[src/rtl/bcd_mult_arbiter_if.sv]
// Request/response/multiplier bundle for bcd_mult_arbiter.
// The master side is the requester pair, the response consumer and the shared multiplier.
interface bcd_mult_arbiter_if;
   logic [1:0]  req_valid;
   logic [31:0] req_x;
   logic [31:0] req_y;
   logic [1:0]  req_ready;
   logic        rsp_valid;
   logic        rsp_id;
   logic [31:0] rsp_product;
   logic        rsp_err;
   logic        rsp_ready;
   logic [15:0] mul_x;
   logic [15:0] mul_y;
   logic [31:0] mul_product;

   modport master (
      output req_valid, req_x, req_y, rsp_ready, mul_product,
      input  req_ready, rsp_valid, rsp_id, rsp_product, rsp_err, mul_x, mul_y
   );

   modport slave (
      input  req_valid, req_x, req_y, rsp_ready, mul_product,
      output req_ready, rsp_valid, rsp_id, rsp_product, rsp_err, mul_x, mul_y
   );
endinterface

[src/rtl/bcd_mult_arbiter.sv]
// Round-robin arbiter letting two requesters share one combinational BCD multiplier.
// Operands are digit-checked at grant; the product is sampled after a fixed settle window.
module bcd_mult_arbiter #(
   parameter int unsigned SETTLE_CYCLES = 2
) (
   input  logic              clk,
   input  logic              rst,
   bcd_mult_arbiter_if.slave bus
);
   typedef enum logic [1:0] {
      IDLE   = 2'd0,
      SETTLE = 2'd1,
      RESP   = 2'd2
   } state_t;

   localparam logic [3:0] SETTLE_LOAD = 4'(SETTLE_CYCLES);

   state_t      state;
   logic [3:0]  cnt;
   logic        ptr;      // requester favoured when both are valid
   logic [1:0]  grant;
   logic        gnt_id;
   logic [15:0] sel_x;
   logic [15:0] sel_y;
   logic        bad_bcd;

   function automatic logic has_bad_digit(input logic [15:0] v);
      logic bad;
      bad = 1'b0;
      for (int i = 0; i < 4; i++) begin
         if (v[4*i +: 4] > 4'd9) bad = 1'b1;
      end
      return bad;
   endfunction

   // NOTE: every signal written in always_comb gets a default first, so no path can infer a latch.
   always_comb begin
      grant  = 2'b00;
      gnt_id = (bus.req_valid == 2'b11) ? ptr : bus.req_valid[1];
      if (state == IDLE && !rst && bus.req_valid != 2'b00) begin
         grant = gnt_id ? 2'b10 : 2'b01;
      end
      sel_x   = gnt_id ? bus.req_x[31:16] : bus.req_x[15:0];
      sel_y   = gnt_id ? bus.req_y[31:16] : bus.req_y[15:0];
      bad_bcd = has_bad_digit(sel_x) | has_bad_digit(sel_y);
   end

   assign bus.req_ready = grant;

   // NOTE: sequential state uses non-blocking (<=) so every flop samples pre-edge values.
   always_ff @(posedge clk) begin
      if (rst) begin
         state           <= IDLE;
         cnt             <= 4'd0;
         ptr             <= 1'b0;
         bus.rsp_valid   <= 1'b0;
         bus.rsp_id      <= 1'b0;
         bus.rsp_product <= 32'd0;
         bus.rsp_err     <= 1'b0;
         bus.mul_x       <= 16'd0;
         bus.mul_y       <= 16'd0;
      end else begin
         unique case (state)
            IDLE: begin
               if (grant != 2'b00) begin
                  bus.mul_x  <= sel_x;
                  bus.mul_y  <= sel_y;
                  bus.rsp_id <= gnt_id;
                  ptr        <= ~gnt_id;
                  if (bad_bcd) begin
                     // Bad digits never reach the multiplier result path.
                     state           <= RESP;
                     bus.rsp_valid   <= 1'b1;
                     bus.rsp_err     <= 1'b1;
                     bus.rsp_product <= 32'd0;
                     cnt             <= 4'd0;
                  end else begin
                     state <= SETTLE;
                     cnt   <= SETTLE_LOAD;
                  end
               end
            end
            SETTLE: begin
               cnt <= cnt - 4'd1;
               if (cnt == 4'd1) begin
                  state           <= RESP;
                  bus.rsp_valid   <= 1'b1;
                  bus.rsp_err     <= 1'b0;
                  bus.rsp_product <= bus.mul_product;
               end
            end
            RESP: begin
               if (bus.rsp_ready) begin
                  state         <= IDLE;
                  bus.rsp_valid <= 1'b0;
               end
            end
            default: begin
               state         <= IDLE;
               bus.rsp_valid <= 1'b0;
            end
         endcase
      end
   end
endmodule
[src/flat_wrapper.sv]
// flat-port wrapper written by rule: the top's interface ports become plain ports
module bcd_mult_arbiter_flat 
#(
   parameter int unsigned SETTLE_CYCLES = 2
)
  (clk, rst, bus_req_valid, bus_req_x, bus_req_y, bus_rsp_ready, bus_mul_product, bus_req_ready, bus_rsp_valid, bus_rsp_id, bus_rsp_product, bus_rsp_err, bus_mul_x, bus_mul_y);
  bcd_mult_arbiter_if bus_i ();
  input  logic clk;
  input  logic rst;
  input wire logic [$bits(bus_i.req_valid)-1:0] bus_req_valid;
  input wire logic [$bits(bus_i.req_x)-1:0] bus_req_x;
  input wire logic [$bits(bus_i.req_y)-1:0] bus_req_y;
  input wire logic [$bits(bus_i.rsp_ready)-1:0] bus_rsp_ready;
  input wire logic [$bits(bus_i.mul_product)-1:0] bus_mul_product;
  output wire logic [$bits(bus_i.req_ready)-1:0] bus_req_ready;
  output wire logic [$bits(bus_i.rsp_valid)-1:0] bus_rsp_valid;
  output wire logic [$bits(bus_i.rsp_id)-1:0] bus_rsp_id;
  output wire logic [$bits(bus_i.rsp_product)-1:0] bus_rsp_product;
  output wire logic [$bits(bus_i.rsp_err)-1:0] bus_rsp_err;
  output wire logic [$bits(bus_i.mul_x)-1:0] bus_mul_x;
  output wire logic [$bits(bus_i.mul_y)-1:0] bus_mul_y;
  assign bus_i.req_valid = bus_req_valid;
  assign bus_i.req_x = bus_req_x;
  assign bus_i.req_y = bus_req_y;
  assign bus_i.rsp_ready = bus_rsp_ready;
  assign bus_i.mul_product = bus_mul_product;
  assign bus_req_ready = bus_i.req_ready;
  assign bus_rsp_valid = bus_i.rsp_valid;
  assign bus_rsp_id = bus_i.rsp_id;
  assign bus_rsp_product = bus_i.rsp_product;
  assign bus_rsp_err = bus_i.rsp_err;
  assign bus_mul_x = bus_i.mul_x;
  assign bus_mul_y = bus_i.mul_y;
  bcd_mult_arbiter #(.SETTLE_CYCLES(SETTLE_CYCLES)) u_core (.clk(clk), .rst(rst), .bus(bus_i));
endmodule
[config.mk]
export PLATFORM = sky130hd
export DESIGN_NAME = bcd_mult_arbiter_flat
export DESIGN_NICKNAME = d
export VERILOG_FILES = /design/src/rtl/bcd_mult_arbiter_if.sv /design/src/rtl/bcd_mult_arbiter.sv /design/src/flat_wrapper.sv
export SDC_FILE = /design/constraint.sdc
export NUM_CORES = 1
export LEC_CHECK = 0
export ABC_AREA = 1
export CORE_UTILIZATION = 44
export CTS_CLUSTER_DIAMETER = 100
export DETAILED_ROUTE_END_ITERATION = 10
export DONT_BUFFER_PORTS = 1
export PLACE_DENSITY = 0.68
export SYNTH_ARGS = -nofsm -noshare
export SYNTH_HDL_FRONTEND = slang
export SYNTH_SLANG_ARGS = --single-unit
[constraint.sdc]
create_clock -name clk -period 3.9 [get_ports clk]
set_input_delay 0 -clock clk [delete_from_list [all_inputs] [get_ports clk]]
set_output_delay 0 -clock clk [all_outputs]
set_load 0.02 [all_outputs]
; After elaboration in Yosys (flattened, before gate mapping)
; Index checks and enable logic that the tools add are counted.
[op_classes]
add_sub_neg = 1
order_cmp = 8
n_eq_ne = 8
muxes = 32
bitwise_logic = 2
n_reduce_logical = 12
[ops]
columns = cell, n
row1 = 32-bit two-way mux, 3
row2 = 32-bit one-hot mux with 2 select lines, 1
row3 = 4-bit > comparator (second input constant), 8
row4 = 16-bit two-way mux, 2
row5 = 1-bit two-way mux, 14
row6 = 2-bit two-way mux, 7
row7 = 4-bit one-hot mux with 2 select lines, 1
row8 = 4-bit AND reduction, 2
row9 = 2-bit one-hot mux with 3 select lines, 1
row10 = 2-bit nonzero test, 3
row11 = 2-bit == test (second input constant), 2
row12 = 4-bit by 1-bit == test with 1-bit output (second input constant), 1
row13 = 4-bit two-way mux, 1
row14 = 2-bit by 1-bit inequality test with 1-bit output (second input constant), 2
row15 = 2-bit inequality test (second input constant), 2
row16 = 2-bit AND reduction, 2
row17 = 4-bit by 1-bit subtractor with 4-bit output (second input constant), 1
row18 = 1-bit one-hot mux with 3 select lines, 1
row19 = 3-bit AND reduction, 1
row20 = 2-bit by 1-bit == test with 1-bit output (second input constant), 1
row21 = 1-bit logical AND, 2
row22 = 2-bit zero test, 1
row23 = 1-bit one-hot mux with 2 select lines, 1
row24 = 1-bit zero test, 1
row25 = other kinds (2), 2
[word_totals]
register_bits = 74
wordCells = 72

; Depth between registers and ports, before layout
[depth]
depth_word = 12
mapped_depth = 15
ltp_nobuf = 13

; Least setup slack after synthesis
; No wires, ideal clock.
[synth_timing]
path_kind = register -> register
start = reg u_core.state[1]
end = reg u_core.bus.mul_x[12]
setup_time_ns = 0.074
t_arrival_ns = 1.666
required_ns = 3.826
slack_ns = 2.160
stages_incl_launch_ff = 8
n_path_buf = 0
path_cell_list = dfxtp_1 > nor2_2 > o21ai_1 > nor2_2 > inv_2 > nor2_1 > nand2_1 > a31oi_1
[synth_between]
elab_chain_len = 6
[synth_rtl]
columns = element, line_no
row1 = from (decl), bcd_mult_arbiter.sv:18  ; state_t state;
row2 = from (signal assigned), bcd_mult_arbiter.sv:53  ; state <= IDLE;
row3 = from (signal assigned), bcd_mult_arbiter.sv:72  ; state <= RESP;
row4 = from (signal assigned), bcd_mult_arbiter.sv:78  ; state <= SETTLE;
row5 = 2-bit zero test, bcd_mult_arbiter.sv:40  ; if (state == IDLE && !rst && bus.req_valid != 2'b00) begin
row6 = 1-bit logical AND (2 in series), bcd_mult_arbiter.sv:40
row7 = 2-bit two-way mux, bcd_mult_arbiter.sv:40
row8 = net bus_req_ready[1], flat_wrapper.sv:15  ; output wire logic [$bits(bus_i.req_ready)-1:0] bus_req_ready;
row9 = 2-bit nonzero test, bcd_mult_arbiter.sv:65  ; if (grant != 2'b00) begin
row10 = 2-bit AND reduction (no source line), --
row11 = to (signal assigned), bcd_mult_arbiter.sv:66  ; bus.mul_x <= sel_x;
row12 = to (decl), bcd_mult_arbiter_if.sv:24  ; output req_ready, rsp_valid, rsp_id, rsp_product, rsp_err, mul_x, mul_y
; The timed path passes the listed nets, and every way through them passes these cells.
; A chain may end at the register's enable or synchronous reset.

; Worst setup path after layout
[layout_timing]
start = reg u_core.ptr
end = reg u_core.bus.rsp_product[19]
[layout_between]
elab_chain_len = 10
elab_cells_between_ends = 26
[layout_rtl]
columns = element, line_no
row1 = from (decl), bcd_mult_arbiter.sv:20  ; logic ptr;
row2 = from (signal assigned), bcd_mult_arbiter.sv:69  ; ptr <= ~gnt_id;
row3 = 1-bit two-way mux (*), bcd_mult_arbiter.sv:39  ; gnt_id = (bus.req_valid == 2'b11) ? ptr : bus.req_valid[1];
row4 = "16-bit two-way mux, on equally long branches", "bcd_mult_arbiter.sv:43, bcd_mult_arbiter.sv:44"
row5 = 4-bit > comparator, bcd_mult_arbiter.sv:31  ; if (v[4*i +: 4] > 4'd9) bad = 1'b1;
row6 = 1-bit two-way mux (4 in series), bcd_mult_arbiter.sv:31
row7 = 1-bit bitwise OR, bcd_mult_arbiter.sv:45  ; bad_bcd = has_bad_digit(sel_x) | has_bad_digit(sel_y);
row8 = 2-bit by 1-bit inequality test with 1-bit output (no source line), --
row9 = 4-bit AND reduction (no source line) (*), --
row10 = to (signal assigned), bcd_mult_arbiter.sv:89  ; bus.rsp_product <= bus.mul_product;
row11 = to (decl), bcd_mult_arbiter_if.sv:24
; Every way passes the cells marked *; elsewhere a longest branch is shown, timed or not.

==> flow_summary.toml <==
[cells_and_area]
nFillCells = 626
seqCellArea_um2 = 1480
syn_to_final_growth_pct = 35.9
finalInstanceArea_um2 = 4510
n_antenna_cell = 0
fin_nets = 642
layout_commonest_cell = "nand2_1"
multi_input_area_um2 = 1550
drive_gt1_share_pct = 5.70
utilization_pct = 62.2
layout.cells.most_common_list = "150 x nand2_1, 97 x dlygate4sd3_1, 74 x dfxtp_1, 38 x a21oi_1, 36 x inv_1"

[yosys]
synth_edf_count = 0
synthArstFlopShare_pct = 0
synthCells = 457
ys_seq_area_share_pct = 44.6
ys_ff_latch = 74
syn-num-nets = 560
syn_area_um2 = 3320
post_synth.cell_area_avg_um2 = 7.26
yosys.cell_types.count = 30
ys_warn_count = 0
ys.flop_type = "dfxtp_1"

[drt]
routed_wl_mm = 10.1
wl_per_cell_um = 15.7
dr_total_vias = 3454
final_antenna_net_count = 0
drc = 0
firstDrtPassIters = 4
drt_iter0_drc = 150
routed_via_density = 5.37

[outcome]
status = "complete, no violations"

[timing]
fin_ws_ns = 0.875
fin_skew_ns = 0.00703
fin_crit_ns = 3.02
max_slew.worst_pin.slew_ns = 0.953
timing_hold_violations_final = 0
period_share_pct = 77.6
fmax_mhz = 331
maxSlewViolCount = 0
max_slew_margin_pct = 36.2
tns_ns = 0
finalSetupViolations = 0
rsz0062_at_grt = "false"

[clock_network]
clockBufferDepth = 2
cts_setup_buffers = 0
clkLatencyLatePin_ns = 0.33
cts_sinks = 74
cts_resized = 0
cts_tree = "built"
clk_pin_slew_ns = 0.08
cts_buffers = 9
h-tree-depth = 3
cts-hold-fix-buffers = 98
root_buffer = "clkbuf_8"

[grt]
grt.total_usage_pct = 24.7
grt_max_degree = 50
grt_pass1_vias = 3347
grt_pass1_wl_mm = 15.1
grt_antenna_before_repair = 0
gr-total-overflow = 0

[worst_setup_path]
crit_buf_inv = 3
critical_path_arrival_ns = 3.30
endpoint_kind = "register"
critPathLaunchType = "register"
cp.required_ns = 4.18
worstRegToRegCells = 14
path_cells = "inv_1 -> nand2_2 -> nand3b_1 -> dlygate4sd3_1 -> nand2_1 -> nand2_1 -> nand2_1 -> nand2_1 -> nor2_1 -> nand3_2 -> nand3_4 -> nand2_1 -> a21oi_1 -> dlygate4sd3_1"
criticalPathCategory = "register to register"
worstPathMaxFanout = 35
crit_cells = 14
crit_slowest_cell = "dlygate4sd3_1"
max_stage_delay_ns = 0.57
cp_common_cell = "nand2_1"
critPathTopFamily = "simple AND/OR/NAND/NOR gates"

[power]
clkPwrFrac_pct = 22.0
seqPwrFrac_pct = 43.4
switching_power_w = 0.00114
p_sw_share_pct = 42.6
powerDensity_nw_per_um2 = 594
power.share.combinational_pct = 34.6
p_leak_nw = 1.89
peakVddDrop_mv = 0.373
p_int_w = 0.00154

[floorplan]
die_x_um = 88.8
rows = 31
ioPinCount = 170
fp.dieH_um = 88.8
core_area_um2 = 7250
dieArea_um2 = 7890
start_util_pct = 45.7

[placement]
pre_cts_ws_ns = 1.52
port_buffers = 0
place_area_um2 = 3320
gp_congestion = 0.853
hpwlAfterDp_mm = 6.00

[hold_path]
hold_path.class = "input pin to register"
min_path_cells = 3

[run]
maxCapViolations = 0
worst reg2reg max path: cells and delay by family (launching register included):
family	cells	cell delay, ns
simple gates	10	1.31
buf+inv	3	1.20
flops	1	0.31
compound gates	1	0.14
registers in the layout, indices dropped and copies added (netlist names):
signal	cells
u_core.bus.mul_y	16
u_core.bus.rsp_err	1
u_core.bus.rsp_valid	1
u_core.bus.rsp_product	32
u_core.state	2
u_core.bus.rsp_id	1
u_core.cnt	4
u_core.bus.mul_x	16
u_core.ptr	1
cell usage after synthesis (all sizes together), types with 2 or more instances:
| cell | number | share of area (%) |
|---|---|---|
| nand3 | 13 | 2.5 |
| o21ai | 23 | 3.5 |
| a31oi | 14 | 2.6 |
| nand3b | 13 | 2.9 |
| ha | 2 | 0.75 |
| inv | 37 | 4.2 |
| nand2 | 152 | 17 |
| nand4 | 33 | 6.2 |
| nor2 | 14 | 1.9 |
| a21oi | 38 | 5.7 |
| buf | 9 | 2.1 |
| clkbuf | 22 | 2.5 |
| dfxtp | 74 | 45 |
| o211ai | 6 | 1.4 |
layout make-up:
| type | instances | area share (%) |
|---|---|---|
| clock buffer | 11 | 3.14 |
| clock inverter | 5 | 1.19 |
| inverter | 37 | 3.08 |
| multi-input combinational | 315 | 34.4 |
| sequential | 74 | 32.9 |
| tap | 99 | 2.75 |
| timing repair buffer | 102 | 22.6 |
cells by family after synthesis:
group / after synthesis / synth area share [%]
flip-flops: 74 / 44.6
AO/OA/AOI/OAI: 86 / 14.3
buffers and inverters: 68 / 8.82
AND/OR/NAND/NOR: 227 / 31.4
adder cells (fa/ha/maj): 2 / 0.754
power by group through the flow:
| stage | Clock, W | Sequential, W | Combinational (W) |
|---|---|---|---|
| CTS | 0.000604 | 0.00116 | 0.000917 |
| finish | 0.000589 | 0.00116 | 0.000926 |
| floorplan | 0 | 0.00114 | 0.000687 |
| global placement | 0 | 0.00118 | 0.000757 |
| global route | 0.000638 | 0.00118 | 0.00103 |
| detailed placement | 0 | 0.00118 | 0.000779 |
through the flow:
stage          std cells  total power (W)  hold WS (ns)
2_1_floorplan        457          0.00183         0.159
3_3_place_gp         529          0.00194        0.0737
3_5_place_dp         529          0.00196        0.0755
4_1_cts              643          0.00269       0.00160
5_1_grt              643          0.00285        0.0518
6_report             643          0.00268        0.0159
per-layer routing:
| layer | up-vias | wire length, µm | global-route usage [%] |
|---|---|---|---|
| li1 | 1692 | - | - |
| met1 | 1594 | 4240 | 28.4 |
| met2 | 141 | 4930 | 43.3 |
| met3 | 27 | 701 | 5.78 |
| met4 | 0 | 229 | 12.0 |
| met5 | - | 0 | 0 |
final timing paths:
check                                   start                    endpoint  slack, ns
worst max-delay path               u_core.ptr  u_core.bus.rsp_product[19]       0.88
worst min-delay path            bus_req_y[26]        u_core.bus.mul_y[10]       0.02
worst max register to register     u_core.ptr  u_core.bus.rsp_product[19]       0.88
worst min register to register  u_core.cnt[3]               u_core.cnt[3]       0.50
(Power assumes the default switching activity.)
